`config.mk`:
```
export PLATFORM = sky130hd
export DESIGN_NAME = mult_nxn_seq
export DESIGN_NICKNAME = d
export VERILOG_FILES = /design/src/rtl/mult_pkg.sv /design/src/rtl/mult_digit.sv /design/src/rtl/mult_nxn_seq.sv
export SDC_FILE = /design/constraint.sdc
export NUM_CORES = 1
export LEC_CHECK = 0
export ABC_AREA = 1
export CAP_MARGIN = 15
export CORE_ASPECT_RATIO = 1.4
export CORE_MARGIN = 2
export CORE_UTILIZATION = 62
export DETAILED_ROUTE_END_ITERATION = 8
export PLACE_DENSITY_LB_ADDON = 0.15
export RECOVER_POWER = 100
export SYNTH_ARGS = -nofsm -noshare
export SYNTH_HDL_FRONTEND = slang
export SYNTH_HIERARCHICAL = 1
export SYNTH_SLANG_ARGS = --single-unit
```
`constraint.sdc`:
```
create_clock -name clk -period 8.1 [get_ports clk]
set_clock_uncertainty 0.05 [all_clocks]
set_input_delay 0.81 -clock clk [delete_from_list [all_inputs] [get_ports clk]]
set_output_delay 0.81 -clock clk [all_outputs]
set_load 0.02 [all_outputs]
```
`src/rtl/mult_pkg.sv`:
```
// mult_pkg: shared state type and sizing helpers for the digit-serial multiplier.
package mult_pkg;
   typedef enum logic [1:0] {IDLE, MULT, FIX} mult_state_t;
   function automatic int cnt_w(input int n);
      return (n > 1) ? $clog2(n) : 1;
   endfunction
   function automatic int calc_digits(input int width, input int dig);
      return width / dig;
   endfunction
   function automatic int calc_steps(input int width, input int a_dig, input int b_dig);
      return calc_digits(width, a_dig) * calc_digits(width, b_dig);
   endfunction
endpackage

```
`src/rtl/mult_digit.sv`:
```
// mult_digit: one A_DIGIT x B_DIGIT unsigned partial product, left-shifted into a 2*WIDTH lane.
module mult_digit #(
   parameter int WIDTH   = 32,
   parameter int A_DIGIT = 8,
   parameter int B_DIGIT = 16,
   parameter int SW      = 6
) (
   input  logic [A_DIGIT-1:0] a_dig,
   input  logic [B_DIGIT-1:0] b_dig,
   input  logic [SW-1:0]      shamt,
   output logic [2*WIDTH-1:0] pp
);
   logic [A_DIGIT+B_DIGIT-1:0] raw;
   always_comb begin
      raw = {{B_DIGIT{1'b0}}, a_dig} * {{A_DIGIT{1'b0}}, b_dig};
      pp  = (2*WIDTH)'(raw) << shamt;
   end
endmodule

```
`src/rtl/mult_nxn_seq.sv`:
```
// mult_nxn_seq: digit-serial WIDTHxWIDTH multiplier, one partial product accumulated per clock.
// Define MULT_SIGNED_EN to add the signed_op port and the two's-complement FIX step.
module mult_nxn_seq
   import mult_pkg::*;
#(
   parameter int WIDTH   = 32,
   parameter int A_DIGIT = 8,
   parameter int B_DIGIT = 16
) (
   input  logic               clk,
   input  logic               reset,
   input  logic               start,
   input  logic [WIDTH-1:0]   a,
   input  logic [WIDTH-1:0]   b,
`ifdef MULT_SIGNED_EN
   input  logic               signed_op,
`endif
   output logic               busy,
   output logic               done,
   output logic [2*WIDTH-1:0] product
);
   localparam int NA = calc_digits(WIDTH, A_DIGIT);
   localparam int NB = calc_digits(WIDTH, B_DIGIT);
   localparam int IW = cnt_w(NA);
   localparam int JW = cnt_w(NB);
   localparam int SW = cnt_w(2*WIDTH);

   if (WIDTH % A_DIGIT != 0) begin : g_bad_a
      $error("mult_nxn_seq: WIDTH must be a multiple of A_DIGIT");
   end
   if (WIDTH % B_DIGIT != 0) begin : g_bad_b
      $error("mult_nxn_seq: WIDTH must be a multiple of B_DIGIT");
   end

   mult_state_t        state_q, state_d;
   logic [WIDTH-1:0]   a_q, a_d, b_q, b_d;
   logic [2*WIDTH-1:0] acc_q, acc_d, product_q, product_d;
   logic [IW-1:0]      i_q, i_d;
   logic [JW-1:0]      j_q, j_d;
   logic               sop_q, sop_d, neg_q, neg_d, done_q, done_d;
   logic               sop_in, neg_a, neg_b, i_last, j_last;
   logic [31:0]        a_off, b_off;
   logic [A_DIGIT-1:0] a_dig;
   logic [B_DIGIT-1:0] b_dig;
   logic [2*WIDTH-1:0] pp;

`ifdef MULT_SIGNED_EN
   assign sop_in = signed_op;
`else
   assign sop_in = 1'b0;
`endif

   // Signed mode stores magnitudes; -a of the most-negative value is its own unsigned magnitude.
   assign neg_a  = sop_in & a[WIDTH-1];
   assign neg_b  = sop_in & b[WIDTH-1];
   assign i_last = (i_q == IW'(NA-1));
   assign j_last = (j_q == JW'(NB-1));
   assign a_off  = 32'(i_q) * A_DIGIT;
   assign b_off  = 32'(j_q) * B_DIGIT;
   assign a_dig  = A_DIGIT'(a_q >> a_off);
   assign b_dig  = B_DIGIT'(b_q >> b_off);

   mult_digit #(
      .WIDTH   (WIDTH),
      .A_DIGIT (A_DIGIT),
      .B_DIGIT (B_DIGIT),
      .SW      (SW)
   ) u_digit (
      .a_dig (a_dig),
      .b_dig (b_dig),
      .shamt (SW'(a_off + b_off)),
      .pp    (pp)
   );

   always_comb begin
      state_d   = state_q;
      a_d       = a_q;
      b_d       = b_q;
      sop_d     = sop_q;
      neg_d     = neg_q;
      acc_d     = acc_q;
      i_d       = i_q;
      j_d       = j_q;
      product_d = product_q;
      done_d    = 1'b0;
      case (state_q)
         IDLE: if (start) begin
            a_d     = neg_a ? -a : a;
            b_d     = neg_b ? -b : b;
            sop_d   = sop_in;
            neg_d   = neg_a ^ neg_b;
            acc_d   = '0;
            i_d     = '0;
            j_d     = '0;
            state_d = MULT;
         end
         MULT: begin
            acc_d = acc_q + pp;
            i_d   = i_last ? '0 : i_q + 1'b1;
            j_d   = i_last ? (j_last ? '0 : j_q + 1'b1) : j_q;
            if (i_last && j_last) begin
               state_d   = sop_q ? FIX : IDLE;
               product_d = sop_q ? product_q : acc_d;
               done_d    = !sop_q;
            end
         end
         FIX: begin
            product_d = neg_q ? -acc_q : acc_q;
            done_d    = 1'b1;
            state_d   = IDLE;
         end
         default: state_d = IDLE;
      endcase
   end

   always_ff @(posedge clk or negedge reset) begin
      if (!reset) begin
         state_q   <= IDLE;
         a_q       <= '0;
         b_q       <= '0;
         sop_q     <= 1'b0;
         neg_q     <= 1'b0;
         acc_q     <= '0;
         i_q       <= '0;
         j_q       <= '0;
         product_q <= '0;
         done_q    <= 1'b0;
      end else begin
         state_q   <= state_d;
         a_q       <= a_d;
         b_q       <= b_d;
         sop_q     <= sop_d;
         neg_q     <= neg_d;
         acc_q     <= acc_d;
         i_q       <= i_d;
         j_q       <= j_d;
         product_q <= product_d;
         done_q    <= done_d;
      end
   end

   assign busy    = (state_q != IDLE);
   assign done    = done_q;
   assign product = product_q;
endmodule

```
---- Word-level counts from Yosys, hierarchy flattened ----
Index checks and enable logic that the tools add are counted.
storage, ports and cells
  flip-flop bits (word level) ............. 198
  bits of input ports ..................... 67
  logic and storage cells ................. 48
operators by class
  $add $sub $neg .......................... 4
  $mul .................................... 1
  eq/ne operators ......................... 6
  shift-type cells ........................ 3
  muxes and demuxes ....................... 16
  reductions and logical operators ........ 10
operators by type and width
  kind                   count
  $pmux W64 S2           2
  $mux W64               2
  $add A64 B64 Y64       1
  $shl A24 B6 Y64        1
  $shr A32 B5 Y16        1
  $shr A32 B5 Y8         1
  $mul A8 B16 Y24        1
  $mux W2                4
  $pmux W2 S2            2
  $reduce_and A2 Y1      4
  $add A5 B5 Y6          1
  $ne A2 B2 Y1 const B   3
  $reduce_bool A2 Y1     3
  $eq A2 B2 Y1 const B   2
  $mux W1                4
  $pmux W1 S2            2
  $reduce_and A3 Y1      1
  $add A2 B1 Y2 const B  1
  $eq A2 B1 Y1 const B   1
  $logic_not A2 Y1       1
  $add A1 B1 Y1 const B  1
  $logic_and A1 B1 Y1    1

---- Longest topological paths before layout ----
  word-level depth ........................ 6
  gate-level depth with buffers ........... 50
  depth with buffers taken out ............ 46

---- Cells and area by module ----
Netlist, hierarchy kept.
modules (own cells, without submodules)
  module        instances  cells an instance  area each (um^2)  seq. area each (um^2)
  mult_nxn_seq  1          1997               13563.0           4929.7
  mult_digit    1          1221               6902.9            0.0

---- Least setup slack after synthesis ----
No wires, ideal clock.
  kind .................................... register to register
  start point ............................. reg i_q[0]
  end point ............................... reg acc_q[24]
  arrival ................................. 6721 ps
  data required time ...................... 7933 ps
  setup slack ............................. 1211 ps
  stages on the path, launching flop included .. 41
  cells stage by stage .................... dfrtp_1 > clkbuf_1 > inv_1 > clkbuf_1 > nor2_1 > o22ai_1 > clkbuf_1 > clkbuf_1 > nand2_1 > inv_1 > fa_1 > fa_1 > fa_1 > inv_1 > fa_1 > inv_1 > ha_1 > nand2_1 > [... 5 more ...] > nand2_1 > nand3_1 > nand3_1 > nand3_1 > nand3_1 > nand3_1 > nand2_1 > nor2_1 > ha_1 > nand2_2 > inv_1 > nand2_1 > nand2_1 > a21oi_1 > nand3_1 > or2_2 > nand3_1 > nand2_1
on the way
  word-level cells in the longest chain between the ends .. 5
ends and longest elaborated chain
  element                 RTL line             text
  start, declared         mult_nxn_seq.sv:38   logic [IW-1:0] i_q, i_d;
  start signal, assigned  mult_nxn_seq.sv:135  i_q <= i_d;
  $shr A32 B5 Y8          mult_nxn_seq.sv:60   assign a_dig = A_DIGIT'(a_q >> a_off);
  via a_dig[6]            mult_nxn_seq.sv:43   logic [A_DIGIT-1:0] a_dig;
  $mul A8 B16 Y24         mult_digit.sv:15     raw = {{B_DIGIT{1'b0}}, a_dig} * {{A_DIGIT{1'b0}}, b_dig};
  $shl A24 B6 Y64         mult_digit.sv:16     pp = (2*WIDTH)'(raw) << shamt;
  via pp[18]              mult_nxn_seq.sv:45   logic [2*WIDTH-1:0] pp;
  $add A64 B64 Y64        mult_nxn_seq.sv:98   acc_d = acc_q + pp;
  $pmux W64 S2            mult_nxn_seq.sv:86   case (state_q)
  end signal, assigned    mult_nxn_seq.sv:123  acc_q <= '0;
  end signal, assigned    mult_nxn_seq.sv:134  acc_q <= acc_d;
  end, declared           mult_nxn_seq.sv:37   logic [2*WIDTH-1:0] acc_q, acc_d, product_q, product_d;
The timed path passes the listed nets, and every way through them passes these cells.
A chain may end at the register's enable or synchronous reset.

---- Worst setup path in the final report ----
  start point ............................. reg i_q[0]
  end point ............................... reg product_q[41] (netlist: product[41])
on the way
  word-level cells in the longest chain between the ends .. 6
ends and longest elaborated chain
  element               RTL line             text
  $shr A32 B5 Y8        mult_nxn_seq.sv:60
  via a_dig[7]          mult_nxn_seq.sv:43
  $mul A8 B16 Y24       mult_digit.sv:15
  $shl A24 B6 Y64       mult_digit.sv:16
  via pp[23]            mult_nxn_seq.sv:45
  $add A64 B64 Y64      mult_nxn_seq.sv:98
  $mux W64              mult_nxn_seq.sv:101  if (i_last && j_last) begin
  $pmux W64 S2          mult_nxn_seq.sv:86
  end signal, assigned  mult_nxn_seq.sv:137  product_q <= product_d;
  end, declared         mult_nxn_seq.sv:37
The timed path passes the listed nets, and every way through them passes these cells. The select of a mux whose other input is x is not followed.

==> impl_metrics.toml <==
[layout]
drive_gt1_share_pct = 8.73
area_growth_pct = 12.9
fin_util_pct = 71.1
nets = 3569

[floorplanning]
die_h_um = 219
initial_core_util_pct = 63.0
core_mm2 = 0.0325
core.rowCount = 78
die_area_mm2 = 0.0345
ios = 133
die_x_um = 158

[setup_path]
end_kind = "register"
slowest_stage = "fa_1"
critical_path_class = "reg2reg"
worstPathMaxFanout = 16
cp_common_cell = "nand2_1"
worstPathArrival_ns = 8.09
start_kind = "register"
slowest_delay_ns = 0.56
cp.required_ns = 8.41

[timing]
max-slew-margin-rel_pct = -240
setup_violations = 0
min_period_ns = 7.78
period_share_pct = 96.0
maxSlewViolCount = 222
worstMarginPinSlew_ns = 5.10
final_hold_viol_count = 0
whs_ns = 0.433
fmax_mhz = 129
rsz0062_at_grt = "yes"

[route]
dr.pass1.iters = 6
route.vias.total = 21300
drc_errors = 0
wirelength_um = 72200
drtIter0Drc = 1728
ant_nets = 0
wl_per_cell_um = 19.2
post_drt_via_cell_ratio = 5.65

[place]
io_buffers = 132
gp_congestion = 1.09
dpl.hpwl_um = 56000

[synthesis]
syn_area_mm2 = 0.0205
synth.area.top_cells = "dfrtp_1 24%, nand2_1 22%, inv_1 11%"
synth_area_leader_cell = "dfrtp_1"
avgSynthCellArea_um2 = 6.36
synth_ff_type = "dfrtp_1"
synth_edf_count = 0
synth_cell_type_count = 44
async_flop_share_pct = 100
synth_top_area_share_pct = 24.1
syn_inst = 3218
ys_warn_count = 6
synth_seq_cells = 197
yosysSeqAreaShare_pct = 24.1
synth.most_common_cell = "nand2_1"
synth_common_cells = "1,211 x nand2_1, 585 x inv_1, 292 x nand3_1"

[run_status]
violations = "capacitance limit, slew limit"
status = "finished, violations left"

[global_routing]
grt_use_total_pct = 43.2
grt_pass1_vias = 21000
grt_pass1_wl_um = 113000
overflow = 0
grt_antenna_before_repair = 4
grt_max_degree = 96

[cts]
cts_sinks = 197
clkTransAtPathRegs_ns = 0.09
ctsHoldBuffers = 0
cts_tree = "done"
cts_made_buffers = 17
root_buffer = "clkbuf_16"
insertion_delay_ns = 0.47
htree_num_levels = 4
clock_path_buffers = 2

[hold_path]
worst_hold_path_type = "reg2reg"

[flow_run]
maxCapViolations = 3
cells in the final DEF, fill, tap and decap left out, types with 50 or more instances in the layout:
master,n
inv_1,584
clkdlybuf4s50_1,65
dlygate4sd3_1,66
nor2_1,166
a21oi_1,50
o21ai_0,76
mux2_2,60
nand3_1,287
dfrtp_1,197
nand2_1,1197
fa_1,81
ha_1,104
path summary, 6_finish.rpt:
kind / start / endpoint / slack (ns) / cells after the start
hold reg to reg: product[5] / product[5] / 0.43 / 2
setup / recovery: i_q[0] / product[41] / 0.32 / 42
setup reg to reg: i_q[0] / product[41] / 0.32 / 42
min in group asynchronous: reset / b_q[17] / 2.11 / 1
max in group asynchronous: reset / product[4] / 1.36 / 3
hold / removal: product[5] / product[5] / 0.43 / 2
registers in the layout, summed over array words and instances (netlist names):
| signal | cells |
|---|---|
| a_q | 32 |
| product | 64 |
| b_q | 32 |
| acc_q | 64 |
| done | 1 |
| j_last | 1 |
| i_q | 2 |
| state_q | 1 |
metrics by stage:
stage               cells  worst slack (ns)  area [um2]  TNS (ns)
global placement     3726             0.305       22200         0
detailed placement   3726             0.321       22200         0
CTS                  3758             0.127       22900         0
finish               3764             0.324       23100         0
floorplan            3226              1.21       20500         0
global route         3762            -0.103       23100     -2.00
cells by family after synthesis:
logic type	share of synthesized area, %
other cells	0.0183
fa+ha+maj	15.0
compound gates	4.63
flops	24.1
xor+xnor	1.63
mux	3.57
simple gates	37.6
buf+inv	13.4
what timing repair did:
action                     4_1_cts  5_1_grt
buffers inserted                 0        2
resized for setup                0       55
setup endpoints to repair        0      104
layer usage:
layer  wire length (um)  global-route usage (%)  share of wire, %
met1              25000                    47.2                35
met2              34200                    71.8                47
met3               5720                    10.1               7.9
met4               7350                    34.1                10
met5                 11                       0             0.015
critical path: cells and delay by family (launching register included):
family	cells	cell delay [ns]
and+or+nand+nor	23	2.87
DFF	1	0.39
AOI/OAI and AO/OA	2	0.29
buffers and inverters	11	1.19
adders and majority gates	6	2.88
cell type report:
type                    count  area (um2)
clock buffers              17         425
clock inverters            15         243
well taps                 440         551
inverters                 602        2260
diodes                      3        7.51
multi-input cells        2315       13000
fillers                  2759        9390
repair buffers            175        1670
flip-flops and latches    197        4930
Power is not shown: default switching activity piles up to over one toggle a cycle in this logic, so the estimate is an artifact.
